**src/rtl/register_scoreboard_pkg.sv**
```systemverilog
// Shared types and sizing for the register scoreboard.
// Optional feature macro: SCOREBOARD_WB_BYPASS_EN (see register_scoreboard.sv).
package register_scoreboard_pkg;

   // ---- BasicTypes ----
   localparam int REG_NUM    = 32;
   localparam int REG_ADDR_W = $clog2(REG_NUM);
   typedef logic [REG_ADDR_W-1:0] RegNumPath;

   // ---- PipelineTypes ----
   localparam int CNT_W         = 2;
   localparam int SCORE_CNT_MAX = (1 << CNT_W) - 1;
   typedef logic [CNT_W-1:0] ScoreCountPath;

endpackage

```
**src/rtl/register_scoreboard_if.sv**
```systemverilog
// Decode/writeback <-> scoreboard signal bundle.
// master = decode/hazard side, slave = scoreboard.
interface register_scoreboard_if;
   import register_scoreboard_pkg::*;

   logic      issueValid;
   logic      issueWrite;
   RegNumPath issueRd;
   logic      stall;
   logic      wbValid;
   RegNumPath wbRd;
   logic      flush;
   RegNumPath rs1Addr;
   RegNumPath rs2Addr;
   logic      rs1Ready;
   logic      rs2Ready;
   logic      rdFull;

   modport master (
      output issueValid, issueWrite, issueRd, stall,
      output wbValid, wbRd, flush, rs1Addr, rs2Addr,
      input  rs1Ready, rs2Ready, rdFull
   );

   modport slave (
      input  issueValid, issueWrite, issueRd, stall,
      input  wbValid, wbRd, flush, rs1Addr, rs2Addr,
      output rs1Ready, rs2Ready, rdFull
   );

endinterface

```
**src/rtl/scoreboard_counter.sv**
```systemverilog
// One saturating up/down pending-write counter for a single register.
// Simultaneous inc and dec cancel; clear wins over both.
module scoreboard_counter
   import register_scoreboard_pkg::*;
(
   input  logic          clk,
   input  logic          rst,
   input  logic          inc,
   input  logic          dec,
   input  logic          clear,
   output ScoreCountPath cnt,
   output logic          isZero,
   output logic          isFull
);

   ScoreCountPath cntNext;

   assign isZero = (cnt == '0);
   assign isFull = (cnt == ScoreCountPath'(SCORE_CNT_MAX));

   // Next count: clear, else a single-sided step that never wraps.
   always_comb begin
      cntNext = cnt;
      if (clear)
         cntNext = '0;
      else if (inc && !dec && !isFull)
         cntNext = cnt + ScoreCountPath'(1);
      else if (dec && !inc && !isZero)
         cntNext = cnt - ScoreCountPath'(1);
   end

   // Counter state, cleared asynchronously.
   always_ff @(posedge clk or posedge rst) begin
      if (rst) cnt <= '0;
      else     cnt <= cntNext;
   end

endmodule

```
**src/rtl/register_scoreboard.sv**
```systemverilog
// Per-register pending-write scoreboard for the decode stage.
// Produces rs1Ready/rs2Ready for hazard detection and rdFull to stall issue
// before a counter would saturate.
// Optional feature: `define SCOREBOARD_WB_BYPASS_EN lets a source become ready
// in the cycle its last outstanding write is retiring (regfile write-through).
module register_scoreboard
   import register_scoreboard_pkg::*;
(
   input  logic                  clk,
   input  logic                  rst,
   register_scoreboard_if.slave  sb
);

   logic [REG_NUM-1:0][CNT_W-1:0] cnt;
   logic [REG_NUM-1:0]            isZero;
   logic [REG_NUM-1:0]            isFull;

   logic issueFire;
   logic wbFire;
   logic rs1Clear;
   logic rs2Clear;

   // x0 never has a pending write.
   assign cnt[0]    = '0;
   assign isZero[0] = 1'b1;
   assign isFull[0] = 1'b0;

   assign sb.rdFull = isFull[sb.issueRd] & sb.issueWrite & (sb.issueRd != '0);

   assign issueFire = sb.issueValid & sb.issueWrite & ~sb.stall & ~sb.rdFull
                    & ~sb.flush & (sb.issueRd != '0);

   // A writeback to a register with nothing pending is dropped (no underflow).
   assign wbFire = sb.wbValid & (sb.wbRd != '0) & ~isZero[sb.wbRd];

   for (genvar r = 1; r < REG_NUM; r++) begin : gCnt
      logic incR;
      logic decR;
      assign incR = issueFire & (sb.issueRd == RegNumPath'(r));
      assign decR = wbFire    & (sb.wbRd    == RegNumPath'(r));

      scoreboard_counter uCnt (
         .clk    (clk),
         .rst    (rst),
         .inc    (incR),
         .dec    (decR),
         .clear  (sb.flush),
         .cnt    (cnt[r]),
         .isZero (isZero[r]),
         .isFull (isFull[r])
      );
   end

   // Source readiness: nothing pending, or (bypass) the last write retires now.
   always_comb begin
      rs1Clear = (cnt[sb.rs1Addr] == '0);
      rs2Clear = (cnt[sb.rs2Addr] == '0);
`ifdef SCOREBOARD_WB_BYPASS_EN
      if (sb.wbValid && (sb.wbRd == sb.rs1Addr) && (cnt[sb.rs1Addr] == ScoreCountPath'(1)))
         rs1Clear = 1'b1;
      if (sb.wbValid && (sb.wbRd == sb.rs2Addr) && (cnt[sb.rs2Addr] == ScoreCountPath'(1)))
         rs2Clear = 1'b1;
`endif
      sb.rs1Ready = (sb.rs1Addr == '0) | rs1Clear;
      sb.rs2Ready = (sb.rs2Addr == '0) | rs2Clear;
   end

endmodule

```
**src/flat_wrapper.sv**
```systemverilog
// flat-port wrapper written by rule: the top's interface ports become plain ports
module register_scoreboard_flat import register_scoreboard_pkg::*;
  (clk, rst, sb_issueValid, sb_issueWrite, sb_issueRd, sb_stall, sb_wbValid, sb_wbRd, sb_flush, sb_rs1Addr, sb_rs2Addr, sb_rs1Ready, sb_rs2Ready, sb_rdFull);
  register_scoreboard_if sb_i ();
  input  logic clk;
  input  logic rst;
  input wire logic [$bits(sb_i.issueValid)-1:0] sb_issueValid;
  input wire logic [$bits(sb_i.issueWrite)-1:0] sb_issueWrite;
  input wire logic [$bits(sb_i.issueRd)-1:0] sb_issueRd;
  input wire logic [$bits(sb_i.stall)-1:0] sb_stall;
  input wire logic [$bits(sb_i.wbValid)-1:0] sb_wbValid;
  input wire logic [$bits(sb_i.wbRd)-1:0] sb_wbRd;
  input wire logic [$bits(sb_i.flush)-1:0] sb_flush;
  input wire logic [$bits(sb_i.rs1Addr)-1:0] sb_rs1Addr;
  input wire logic [$bits(sb_i.rs2Addr)-1:0] sb_rs2Addr;
  output wire logic [$bits(sb_i.rs1Ready)-1:0] sb_rs1Ready;
  output wire logic [$bits(sb_i.rs2Ready)-1:0] sb_rs2Ready;
  output wire logic [$bits(sb_i.rdFull)-1:0] sb_rdFull;
  assign sb_i.issueValid = sb_issueValid;
  assign sb_i.issueWrite = sb_issueWrite;
  assign sb_i.issueRd = sb_issueRd;
  assign sb_i.stall = sb_stall;
  assign sb_i.wbValid = sb_wbValid;
  assign sb_i.wbRd = sb_wbRd;
  assign sb_i.flush = sb_flush;
  assign sb_i.rs1Addr = sb_rs1Addr;
  assign sb_i.rs2Addr = sb_rs2Addr;
  assign sb_rs1Ready = sb_i.rs1Ready;
  assign sb_rs2Ready = sb_i.rs2Ready;
  assign sb_rdFull = sb_i.rdFull;
  register_scoreboard u_core (.clk(clk), .rst(rst), .sb(sb_i));
endmodule
```
**config.mk**
```make
export PLATFORM = sky130hd
export DESIGN_NAME = register_scoreboard_flat
export DESIGN_NICKNAME = d
export VERILOG_FILES = /design/src/rtl/register_scoreboard_pkg.sv /design/src/rtl/register_scoreboard_if.sv /design/src/rtl/scoreboard_counter.sv /design/src/rtl/register_scoreboard.sv /design/src/flat_wrapper.sv
export SDC_FILE = /design/constraint.sdc
export NUM_CORES = 1
export LEC_CHECK = 0
export ABC_AREA = 0
export ABC_CLOCK_PERIOD_IN_PS = 4019
export BUFFER_PORTS_ARGS = -buffer_cell sky130_fd_sc_hd__buf_2
export CAP_MARGIN = 0
export CORE_ASPECT_RATIO = 1.25
export CORE_MARGIN = 8
export CORE_UTILIZATION = 36
export CTS_BUF_LIST = sky130_fd_sc_hd__clkbuf_8
export DETAILED_ROUTE_END_ITERATION = 8
export HOLD_SLACK_MARGIN = 0.12
export SLEW_MARGIN = 20
export SYNTH_ARGS = -nofsm -noshare
export SYNTH_HDL_FRONTEND = slang
export SYNTH_SLANG_ARGS = --single-unit
```
**constraint.sdc**
```tcl
create_clock -name clk -period 4.02 [get_ports clk]
set_input_delay 0.201 -clock clk [delete_from_list [all_inputs] [get_ports clk]]
set_output_delay 0.201 -clock clk [all_outputs]
set_load 0.05 [all_outputs]
```
==> out/metrics.csv, run 1 <==
stage,metric,value,unit
status,outcome,"complete, no violations",
logic_synthesis,Synth area leader,dfrtp_1,
drt,final wirelength,15100,um
timing,worst-margin pin slew,0.9207,ns
worst_setup_path,CP Capture Type,output port,
placement,port buffer count,29,
worst_setup_path,Worst Path Arrival,2.82,ns
timing,fin crit period,3.022,ns
placement,hpwl dp,11160,um
logic_synthesis,sequential area share after synthesis,0.3088,
power,clock network power share,0.421,
cts,Worst-Skew Late Latency,0.37,ns
flow_run,# Max-Cap Violations,0,
timing,setup violators final,0,
die,I/O Pins,30,
timing,Tcrit/Tclk final,0.7518,
timing,total negative slack,0,ns
logic_synthesis,cell with the most instances after synthesis,nor2_1,
timing,clock skew,0.01271,ns
timing,Max Clk Rate,0.3309,GHz
logic_synthesis,Synth cell types,55,
cts,CTS Root Cell,clkbuf_8,
worst_hold_path,Hold Crit Class,input pin to async pin,
power,Tot Pwr,1390,uW
logic_synthesis,Post-synth EDFFs,0,
die,chip width,121.7,um
cts,CTS tree,built,
layout,share of layout cells above drive strength 1,0.1641,
timing,final hold violation count,0,
worst_setup_path,Worst Path Max Fanout,16,
cts,htree depth,3,
power,combinational group share of total power,0.130,
timing,Final Slew Violations,0,
cts,PostCTS Resize Cnt,0,
die,row count,48,
drt,DR DRC count,0,
worst_setup_path,Crit path required time,3.82,ns
power,VDD IR-drop max,0.1089,mV
logic_synthesis,ys async rst share,1.000,
die,chip height,148.1,um
logic_synthesis,post-synthesis cell count,570,
logic_synthesis,Synth Register Bits,62,
logic_synthesis,Synth top area share,0.3088,
power,Sw Pwr,405.0,uW
drt,via count,4539,
power,pwr/cell area,254.8,nW/um2
placement,GPL Wtd Cong,0.8651,
grt,initial antenna violation count,0,
logic_synthesis,largest cells by area after synthesis,"dfrtp_1, mux4_2, xnor2_1",
logic_synthesis,Post-Syn Area,5025,um2
logic_synthesis,ys flop type,dfrtp_1,
grt,largest net degree at the start of global routing,63,
power,sw frac,0.2914,
layout,Area Growth Syn to Fin,8.591,%
drt,Vias/cell,5.972,
drt,initial drt markers,319,
layout,max FFs per register,62,
worst_setup_path,crit path kind,flop to output port,
cts,clock-pin transition on the worst setup and hold timing paths,0.08,ns
layout,fin area,5456,um2
power,Internal,985.1,uW
drt,Avg WL per Cell,19.86,um
placement,Placement Cell Area,5246,um2
layout,ANT cells,0,
grt,first-pass GRT wire length,24160,um
logic_synthesis,YS warnings,0,
cts,Post-CTS Setup Inserts,0,
cts,Clock Sinks,62,
worst_setup_path,Critical Path Max Stage Delay,0.50,ns
cts,CTS Buf Count,9,
die,Die ar.,18020,um2
worst_setup_path,critical-path cell list,"nand2_1, mux4_2, a22o_4, or3_4, o21ai_0, and2_1, buf_2",
logic_synthesis,top post-synthesis cells by count,"nor2_1, dfrtp_1, o21ai_0",
cts,Post-CTS Hold Fix Bufs,1,
worst_setup_path,Crit-path slowest cell,mux4_2,
layout,nets@finish,607,
grt,total grt overflow,0,
power,Seq pwr share,0.450,
logic_synthesis,Mapped Nets,597,
layout,largest registers,u_core.gCnt.uCnt.cnt (62),
worst_setup_path,startpoint types,flop,
die,starting density of the core,0.3654,
power,leakage,0.002041,uW
timing,RSZ-0062 raised after global routing,no,
drt,post-route ant nets,0,
cts,Max Root-Sink Buffers,2,
die,core footprint,13750,um2
logic_synthesis,synthesized area per cell,8.815,um2
drt,DR pass1 iterations,7,
timing,Slew headroom,0.3862,
grt,GRT Total Usage,0.1746,
grt,vias in the first global route,4410,
layout,most flop-heavy register,u_core.gCnt.uCnt.cnt,
## placed cells by master, fill, tap and decap left out, drive strengths merged, types with 3 or more instances in the layout
cell type  netlist  layout
and2             6       6
o2111ai          5       5
nor2b           21      21
buf             11      34
clkinv           0       3
a31oi           18      18
o31ai           15      15
nor3b            7       7
o211ai           5       5
nor3            42      42
nand4b           4       4
dfrtp           62      62
nor4             5       5
nand3            7       7
xor2            15      15
or2             10      10
o21bai          13      13
nor2            76      76
nand2b           7       7
inv              5       6
nand4            3       3
nand4bb          4       4
a211oi           6       6
or3              5       5
o21ai           43      43
a21oi           34      34
xnor2           35      35
or4             15      15
mux4            20      20
clkbuf          25      11
nand2           29      29
## worst paths after layout
check                                                 start                     endpoint  slack (ns)  depth (start not counted)
worst max-delay path            u_core.gCnt[27].uCnt.cnt[1]                    sb_rdFull         1.0                          7
worst min-delay path                                    rst   u_core.gCnt[4].uCnt.cnt[1]        0.43                          3
worst max register to register  u_core.gCnt[27].uCnt.cnt[1]  u_core.gCnt[22].uCnt.cnt[1]        1.76                          6
worst min register to register  u_core.gCnt[29].uCnt.cnt[1]  u_core.gCnt[29].uCnt.cnt[1]        0.59                          2
max in group asynchronous                               rst  u_core.gCnt[24].uCnt.cnt[1]        2.64                          4
min in group clk                              sb_issueRd[4]   u_core.gCnt[9].uCnt.cnt[1]        0.44                          5
## metal layers
metal  vias to the layer above  global-route usage  part of all wire
met5                         -                   0                 0
met4                         0              0.1243             0.056
met3                        43             0.02200             0.037
met2                       135              0.2977              0.51
met1                      2244              0.1970              0.40
li1                       2117                   -                 -
## power groups by stage
| stage | registers, uW | logic [uW] | clock network (uW) |
|---|---|---|---|
| after floorplan | 637 | 130 | 0 |
| after global placement | 637 | 176 | 0 |
| after detailed placement | 637 | 179 | 0 |
| after CTS | 625 | 180 | 591 |
| after global routing | 625 | 195 | 618 |
| final | 625 | 180 | 585 |
## critical path: cells and delay by family, from the launching register on
family	cells	cell delay (ns)
flip-flops	1	0.40
AO/OA/AOI/OAI	2	0.60
AND/OR/NAND/NOR	3	0.70
buffers and inverters	1	0.25
multiplexers	1	0.50
## stage by stage
step,instances,utilization,setup slack [ns],hold WS (ns)
after global placement,743,0.3815,1.259,0.2881
after global routing,760,0.3967,0.8690,0.4599
after CTS,760,0.3967,0.9664,0.4199
after detailed placement,743,0.3815,1.235,0.3000
final,760,0.3967,0.9979,0.4338
after floorplan,570,-,1.658,0.4952
## cells by family after synthesis
kind of cell,after synthesis,synth area share
AO/OA/AOI/OAI,150,0.2124
XOR/XNOR,50,0.08715
multiplexers,22,0.09363
buffers and inverters,41,0.03959
AND/OR/NAND/NOR,245,0.2585
flip-flops,62,0.3088
## final cells by class
type | instances | area, um2
flip-flops and latches | 62 | 1551
inverters | 5 | 18.77
fillers | 1358 | 8297
clock buffers | 11 | 151.4
multi-input cells | 467 | 3274
clock inverters | 5 | 48.80
well taps | 175 | 219.0
repair buffers | 35 | 192.7
Note: power is estimated with default switching activity, not from simulation.
==> inputs of run 2 (changes only) <==
--- a/config.mk
+++ b/config.mk
@@ -5,8 +5,8 @@
 export SDC_FILE = /design/constraint.sdc
 export NUM_CORES = 1
 export LEC_CHECK = 0
-export ABC_AREA = 0
-export ABC_CLOCK_PERIOD_IN_PS = 4019
+export ABC_AREA = 1
+export ABC_CLOCK_PERIOD_IN_PS = 2600
 export BUFFER_PORTS_ARGS = -buffer_cell sky130_fd_sc_hd__buf_2
 export CAP_MARGIN = 0
 export CORE_ASPECT_RATIO = 1.25
==> constraint.sdc (replaced) <==
create_clock -name clk -period 2.6 [get_ports clk]
set_input_delay 0.13 -clock clk [delete_from_list [all_inputs] [get_ports clk]]
set_output_delay 0.13 -clock clk [all_outputs]
set_load 0.05 [all_outputs]
==> run 2 against run 1 <==
Net effect: routed wire length rose by 52%; non-clock buffer count increased by 52; clock power rose by 32%; count of clock-buffer cells in the layout decreased by 1; sequential cell count stayed put; power is 90% higher.
==> out/metrics.csv, run 2 <==
stage,metric,value,unit
cts,htree depth,3,
logic_synthesis,Mapped Nets,1110,
drt,initial drt markers,764,
logic_synthesis,ys flop type,dfrtp_1,
worst_setup_path,crit path kind,flop to output port,
placement,pre-CTS setup slack,0.06707,ns
timing,clock skew,0.009441,ns
timing,setup violators final,0,
die,chip width,132.1,um
logic_synthesis,Synth area leader,dfrtp_1,
logic_synthesis,area share of and/or/nand/nor cells after synthesis,0.5190,
worst_hold_path,Hold Crit Class,input pin to flop,
cts,Worst-Skew Late Latency,0.38,ns
logic_synthesis,Synth top area share,0.2560,
layout,largest registers,u_core.gCnt.uCnt.cnt (62),
timing,Slew headroom,0.5339,
die,row count,53,
cts,CTS tree,built,
layout,"leading cell type in the layout, fill and taps excluded",nand2_1,
status,outcome,"complete, no violations",
die,Die ar.,21270,um2
drt,DR pass1 iterations,6,
layout,nets@finish,1174,
logic_synthesis,Post-Syn Area,6061,um2
worst_setup_path,CP Capture Type,output port,
logic_synthesis,sequential area share after synthesis,0.2560,
worst_setup_path,Crit-path slowest cell,dfrtp_1,
timing,Max Clk Rate,0.3976,GHz
placement,Inst Count DP,1352,
logic_synthesis,Post-synth EDFFs,0,
layout,"leading cell types in the layout, fill and taps excluded","nand2_1, nor2_1, inv_1, nand3_1, nand4_1",
worst_setup_path,Worst Path Max Fanout,3,
logic_synthesis,ys async rst share,1.000,
worst_setup_path,WP buf/inv,4,
layout,Post-Layout Cell Count,1372,
layout,Area Growth Syn to Fin,14.99,%
grt,vias in the first global route,6659,
grt,initial antenna violation count,0,
logic_synthesis,xor-xnor portion of the synthesized cell area,0,
die,starting density of the core,0.3641,
logic_synthesis,Compound-Gate Fraction of Synth Area,0.1022,
logic_synthesis,mux contribution to synthesized area,0,
placement,port buffer count,29,
cts,Max Root-Sink Buffers,2,
flow_run,# Max-Cap Violations,0,
worst_setup_path,Worst Path Arrival,2.39,ns
power,pwr/cell area,380.0,nW/um2
logic_synthesis,Synth Register Bits,62,
worst_setup_path,Crit path required time,2.47,ns
die,I/O Pins,30,
logic_synthesis,synthesized area per cell,5.596,um2
die,core footprint,16640,um2
worst_setup_path,Top delay family on crit path,compound AO/OA/AOI/OAI gates,
timing,Tcrit/Tclk final,0.9674,
logic_synthesis,adder-cell share of the synthesized area,0,
grt,largest net degree at the start of global routing,39,
cts,CTS Buf Count,9,
worst_setup_path,Critical Path Max Stage Delay,0.40,ns
drt,Avg WL per Cell,16.76,um
placement,Placement Cell Area,6764,um2
die,chip height,161.1,um
logic_synthesis,top post-synthesis cells by count,"nand2_1, nor2_1, inv_1",
logic_synthesis,cell with the most instances after synthesis,nand2_1,
layout,final core occ,0.4187,
worst_setup_path,critical-path cell list,"nor2_1, buf_4, inv_1, a22oi_1, o21ai_0, o32a_1, o211ai_1, nand2_1, inv_1, buf_2",
layout,fin area,6969,um2
grt,first-pass GRT wire length,35730,um
layout,share of layout cells above drive strength 1,0.1042,
worst_setup_path,startpoint types,flop,
logic_synthesis,largest cells by area after synthesis,"dfrtp_1, nand2_1, nor2_1",
timing,worst-margin pin slew,0.6982,ns
drt,final wirelength,23000,um
power,VDD IR-drop max,0.1808,mV
layout,most flop-heavy register,u_core.gCnt.uCnt.cnt,
cts,clock-pin transition on the worst setup and hold timing paths,0.07,ns
logic_synthesis,Synth cell types,37,
worst_setup_path,most frequent CP cell,inv_1,
logic_synthesis,post-synthesis cell count,1083,
timing,fin crit period,2.515,ns
layout,ANT cells,0,
timing,total negative slack,0,ns
drt,Vias/cell,5.399,
cts,Clock Sinks,62,
placement,hpwl dp,18080,um
placement,GPL Wtd Cong,0.9980,
layout,max FFs per register,62,
timing,final hold violation count,0,
grt,total grt overflow,0,
timing,final worst setup slack,0.08482,ns
timing,RSZ-0062 raised after global routing,no,
logic_synthesis,YS warnings,0,
cts,CTS Root Cell,clkbuf_8,
power,leakage,0.003685,uW
drt,via count,7407,
grt,GRT Total Usage,0.2136,
timing,Final Slew Violations,0,
logic_synthesis,largest family of logic cells by synthesized area,simple AND/OR/NAND/NOR gates,
drt,post-route ant nets,0,
drt,DR DRC count,0,
run 2: cell count changes after synthesis, moves of 8 or more:
| cell | delta |
|---|---|
| xnor2_1 | -35 |
| nand2_1 | +261 |
| nor2_1 | +127 |
| nand4_1 | +80 |
| mux4_2 | -20 |
| or4_1 | -15 |
| o31ai_4 | -8 |
| xor2_1 | -15 |
| nor3_1 | -22 |
| a31oi_1 | -17 |
| inv_1 | +144 |
| nand3_1 | +94 |
| nor2b_1 | -21 |
run 2: layout make-up:
| cell class | count | area (um2) |
|---|---|---|
| Fill cell | 1838 | 9676 |
| Multi-Input combinational cell | 828 | 3776 |
| Sequential cell | 62 | 1551 |
| Timing Repair Buffer | 87 | 608.1 |
| Inverter | 159 | 596.8 |
| Tap cell | 220 | 275.3 |
| Clock buffer | 10 | 137.6 |
| Clock inverter | 6 | 23.77 |
run 2: layer usage:
metal	share of wire	routed length [um]	track usage
met3	0.065	1488	0.03605
met2	0.46	10630	0.3486
met1	0.41	9379	0.2504
met5	0	0	0
met4	0.065	1497	0.1528
run 2: kinds of logic after synthesis:
group	count (synthesis)
flip-flops	62
AO/OA/AOI/OAI	109
AND/OR/NAND/NOR	719
buffers and inverters	193
run 2: worst paths after layout:
check                                             from                     endpoint  slack, ns  cells past startpoint
max                        u_core.gCnt[12].uCnt.cnt[0]                  sb_rs1Ready       0.08                     10
min                                           sb_stall  u_core.gCnt[18].uCnt.cnt[0]       0.32                      6
max in group asynchronous                          rst   u_core.gCnt[8].uCnt.cnt[0]       1.62                      4
min in group asynchronous                          rst  u_core.gCnt[16].uCnt.cnt[1]       0.35                      3
min reg2reg                 u_core.gCnt[6].uCnt.cnt[1]   u_core.gCnt[6].uCnt.cnt[1]       0.49                      2
max reg2reg                u_core.gCnt[28].uCnt.cnt[0]  u_core.gCnt[22].uCnt.cnt[1]       0.28                     12
run 2: tightest hold or removal path, delay by kind of cell:
family,cells,cell delay (ns)
and+or+nand+nor,5,0.42
buffers and inverters,1,0.10
run 2: repair_timing:
action / in CTS / in global routing
resized for setup: 0 / 2
hold buffers: 1 / 0
hold endpoints to repair: 24 / 0
buffers inserted: 0 / 3
endpoints found under the setup margin: 0 / 24
run 2: power by group:
part,total [uW],internal [uW],switching [uW]
Clock,773,354,419
Sequential,1060,1020,40.1
Combinational,819,263,556
run 2: per-stage QoR:
step / hold slack [ns] / total power, uW
2_1_floorplan: 0.4557 / 1551
5_1_grt: 0.3462 / 2791
3_5_place_dp: 0.2244 / 1859
6_report: 0.3180 / 2648
3_3_place_gp: 0.2216 / 1856
4_1_cts: 0.2945 / 2641
==> inputs of run 3 (changes only) <==
==> constraint.sdc (replaced) <==
create_clock -name clk -period 2.6 [get_ports clk]
set_input_delay 0.13 -clock clk [delete_from_list [all_inputs] [get_ports clk]]
set_output_delay 0.13 -clock clk [all_outputs]
set_load 0.1 [all_outputs]
==> run 3 against run 2 <==
Net effect: clock skew decreased by 0.0038 ns; sequential share of layout area rose by 0.11 points; via count fell by 1.6%; fmax up 2.7%; sequential cell count stayed put; non-clock buffer count is 12 lower; register-to-register slack hardly changed; worst hold slack worse by 0.018 ns; design area down 0.50%; setup slack improved by 0.067 ns; global-route usage is 0.10 points lower; critical endpoint unchanged.
==> out/metrics.csv, run 3 (synthesized netlist as in run 2, its figures left out) <==
stage,metric,value,unit
die,chip width,132.1,um
power,clock network power share,0.294,
layout,most flop-heavy register,u_core.gCnt.uCnt.cnt,
timing,final hold violation count,0,
flow_run,# Max-Cap Violations,0,
drt,DR DRC count,0,
power,sw frac,0.3775,
power,Sw Pwr,1005,uW
grt,M3 GR Usage,0.02921,
worst_setup_path,crit path kind,flop to output port,
die,I/O Pins,30,
layout,"leading cell types in the layout, fill and taps excluded","nand2_1, nor2_1, inv_1, nand3_1, nand4_1",
layout,max FFs per register,62,
drt,Avg WL per Cell,16.55,um
die,core footprint,16640,um2
power,VDD IR-drop max,0.1825,mV
placement,Placement Cell Area,6700,um2
drt,via count,7287,
cts,CTS Buf Count,9,
worst_setup_path,R2R cell count,11,
grt,gr busiest metal,met2,
cts,CTS tree,built,
die,chip height,161.1,um
worst_setup_path,Stages on worst setup path,10,
drt,final wirelength,22500,um
grt,met2 Usage GRT,0.3428,
timing,setup violators final,0,
power,Seq pwr share,0.397,
worst_hold_path,Min-Delay Path Depth,6,
cts,Max Root-Sink Buffers,2,
grt,global-route met1 utilization,0.2469,
grt,vias in the first global route,6800,
timing,final worst setup slack,0.1516,ns
grt,total grt overflow,0,
cts,clock-pin transition on the worst setup and hold timing paths,0.07,ns
drt,Vias/cell,5.362,
timing,Final Slew Violations,0,
worst_setup_path,Worst Path Arrival,2.32,ns
die,row count,53,
worst_setup_path,Top delay family on crit path,buffers and inverters,
power,leakage,0.003641,uW
grt,GRT Total Usage,0.2126,
worst_setup_path,Critical Path Max Stage Delay,0.40,ns
timing,Max Clk Rate,0.4084,GHz
worst_hold_path,Hold Crit Class,input pin to flop,
placement,hpwl dp,17750,um
layout,nets@finish,1162,
cts,htree depth,3,
layout,largest registers,u_core.gCnt.uCnt.cnt (62),
layout,Area Growth Syn to Fin,14.41,%
drt,DR pass1 iterations,6,
worst_setup_path,Worst Path Max Fanout,3,
timing,fin crit period,2.448,ns
power,Internal,1658,uW
placement,port buffer count,29,
drt,initial drt markers,710,
timing,Tcrit/Tclk final,0.9417,
placement,GPL Wtd Cong,0.9754,
cts,Clock Sinks,62,
layout,ANT cells,0,
worst_setup_path,Crit-path slowest cell,dfrtp_1,
grt,first-pass GRT wire length,35980,um
layout,share of layout cells above drive strength 1,0.09570,
timing,total negative slack,0,ns
timing,RSZ-0062 raised after global routing,no,
worst_setup_path,CP Capture Type,output port,
placement,pre-CTS setup slack,0.08183,ns
status,outcome,"complete, no violations",
timing,worst-margin pin slew,0.8374,ns
timing,clock skew,0.005609,ns
power,combinational group share of total power,0.310,
layout,"leading cell type in the layout, fill and taps excluded",nand2_1,
worst_setup_path,critical-path cell list,"nor2_1, buf_4, inv_1, a22oi_1, o21ai_0, o32a_1, o211ai_1, nand2_1, inv_1, buf_4",
power,pwr/cell area,384.0,nW/um2
worst_setup_path,startpoint types,flop,
drt,post-route ant nets,0,
die,Die ar.,21270,um2
cts,CTS Root Cell,clkbuf_8,
worst_setup_path,Crit path required time,2.47,ns
die,starting density of the core,0.3641,
grt,largest net degree at the start of global routing,78,
grt,initial antenna violation count,0,
layout,fin area,6934,um2
timing,Slew headroom,0.4376,
cts,Worst-Skew Late Latency,0.37,ns
worst_setup_path,WP buf/inv,4,
## run 3: cell types whose count changed in the layout (fill, tap and decap cells not counted)
| cell | previous run | this run |
|---|---|---|
| buf_2 | 29 | 26 |
| inv_1 | 152 | 150 |
| buf_6 | 0 | 1 |
| buf_12 | 2 | 5 |
| buf_4 | 55 | 42 |
| clkbuf_8 | 10 | 11 |
## run 3: layout make-up
| class | instances | area (um2) |
|---|---|---|
| Clock buffer | 11 | 151.4 |
| Clock inverter | 4 | 16.27 |
| Fill cell | 1811 | 9711 |
| Inverter | 159 | 596.8 |
| Multi-Input combinational cell | 828 | 3776 |
| Sequential cell | 62 | 1551 |
| Tap cell | 220 | 275.3 |
| Timing Repair Buffer | 75 | 566.8 |
## run 3: through the flow
stage          total power [uW]  instances  hold WS [ns]    util
2_1_floorplan              1572       1083        0.4557       -
3_3_place_gp               1859       1340        0.2745  0.4019
3_5_place_dp               1861       1341        0.2636  0.4025
4_1_cts                    2659       1357        0.2756  0.4135
5_1_grt                    2816       1359        0.3362  0.4166
6_report                   2663       1359        0.3002  0.4166
## run 3: path summary, 6_finish.rpt
path,startpoint,to,slack (ns)
max reg2reg,u_core.gCnt[6].uCnt.cnt[0],u_core.gCnt[4].uCnt.cnt[0],0.27
min in group asynchronous,rst,u_core.gCnt[26].uCnt.cnt[1],0.40
max,u_core.gCnt[12].uCnt.cnt[0],sb_rs1Ready,0.15
min,sb_stall,u_core.gCnt[14].uCnt.cnt[1],0.30
max in group asynchronous,rst,u_core.gCnt[11].uCnt.cnt[1],1.58
min reg2reg,u_core.gCnt[6].uCnt.cnt[1],u_core.gCnt[6].uCnt.cnt[1],0.50
## run 3: repair_timing
| action | CTS | global route |
|---|---|---|
| buffers inserted | 0 | 2 |
| pin swaps | 0 | 1 |
| hold buffers | 1 | 0 |
| resized for setup | 2 | 5 |
| endpoints found under the setup margin | 2 | 20 |
| endpoints found under the hold margin | 27 | 0 |
## run 3: routing by layer
| layer | vias up | part of all wire |
|---|---|---|
| met5 | - | 0 |
| met4 | 0 | 0.080 |
| met3 | 76 | 0.056 |
| met2 | 279 | 0.46 |
| met1 | 3307 | 0.41 |
| li1 | 3625 | - |
## run 3: worst register-to-register path, stage by stage (launching register included)
cell and delay (ns):
dfrtp_1 0.40, or2_2 0.34, o21ai_0 0.20, o21ai_0 0.12, nand2_1 0.16, nor2_2 0.06, buf_4 0.18, nand3_1 0.10
nand4_1 0.28, a21oi_1 0.30, nand2_1 0.08, nand2_1 0.06
## run 3: power groups by stage
stage / sequential, uW / clock, uW / combinational (uW)
2_1_floorplan: 1070 / 0 / 506
3_3_place_gp: 1070 / 0 / 787
5_1_grt: 1060 / 842 / 911
6_report: 1060 / 782 / 825
4_1_cts: 1060 / 810 / 794
3_5_place_dp: 1070 / 0 / 787
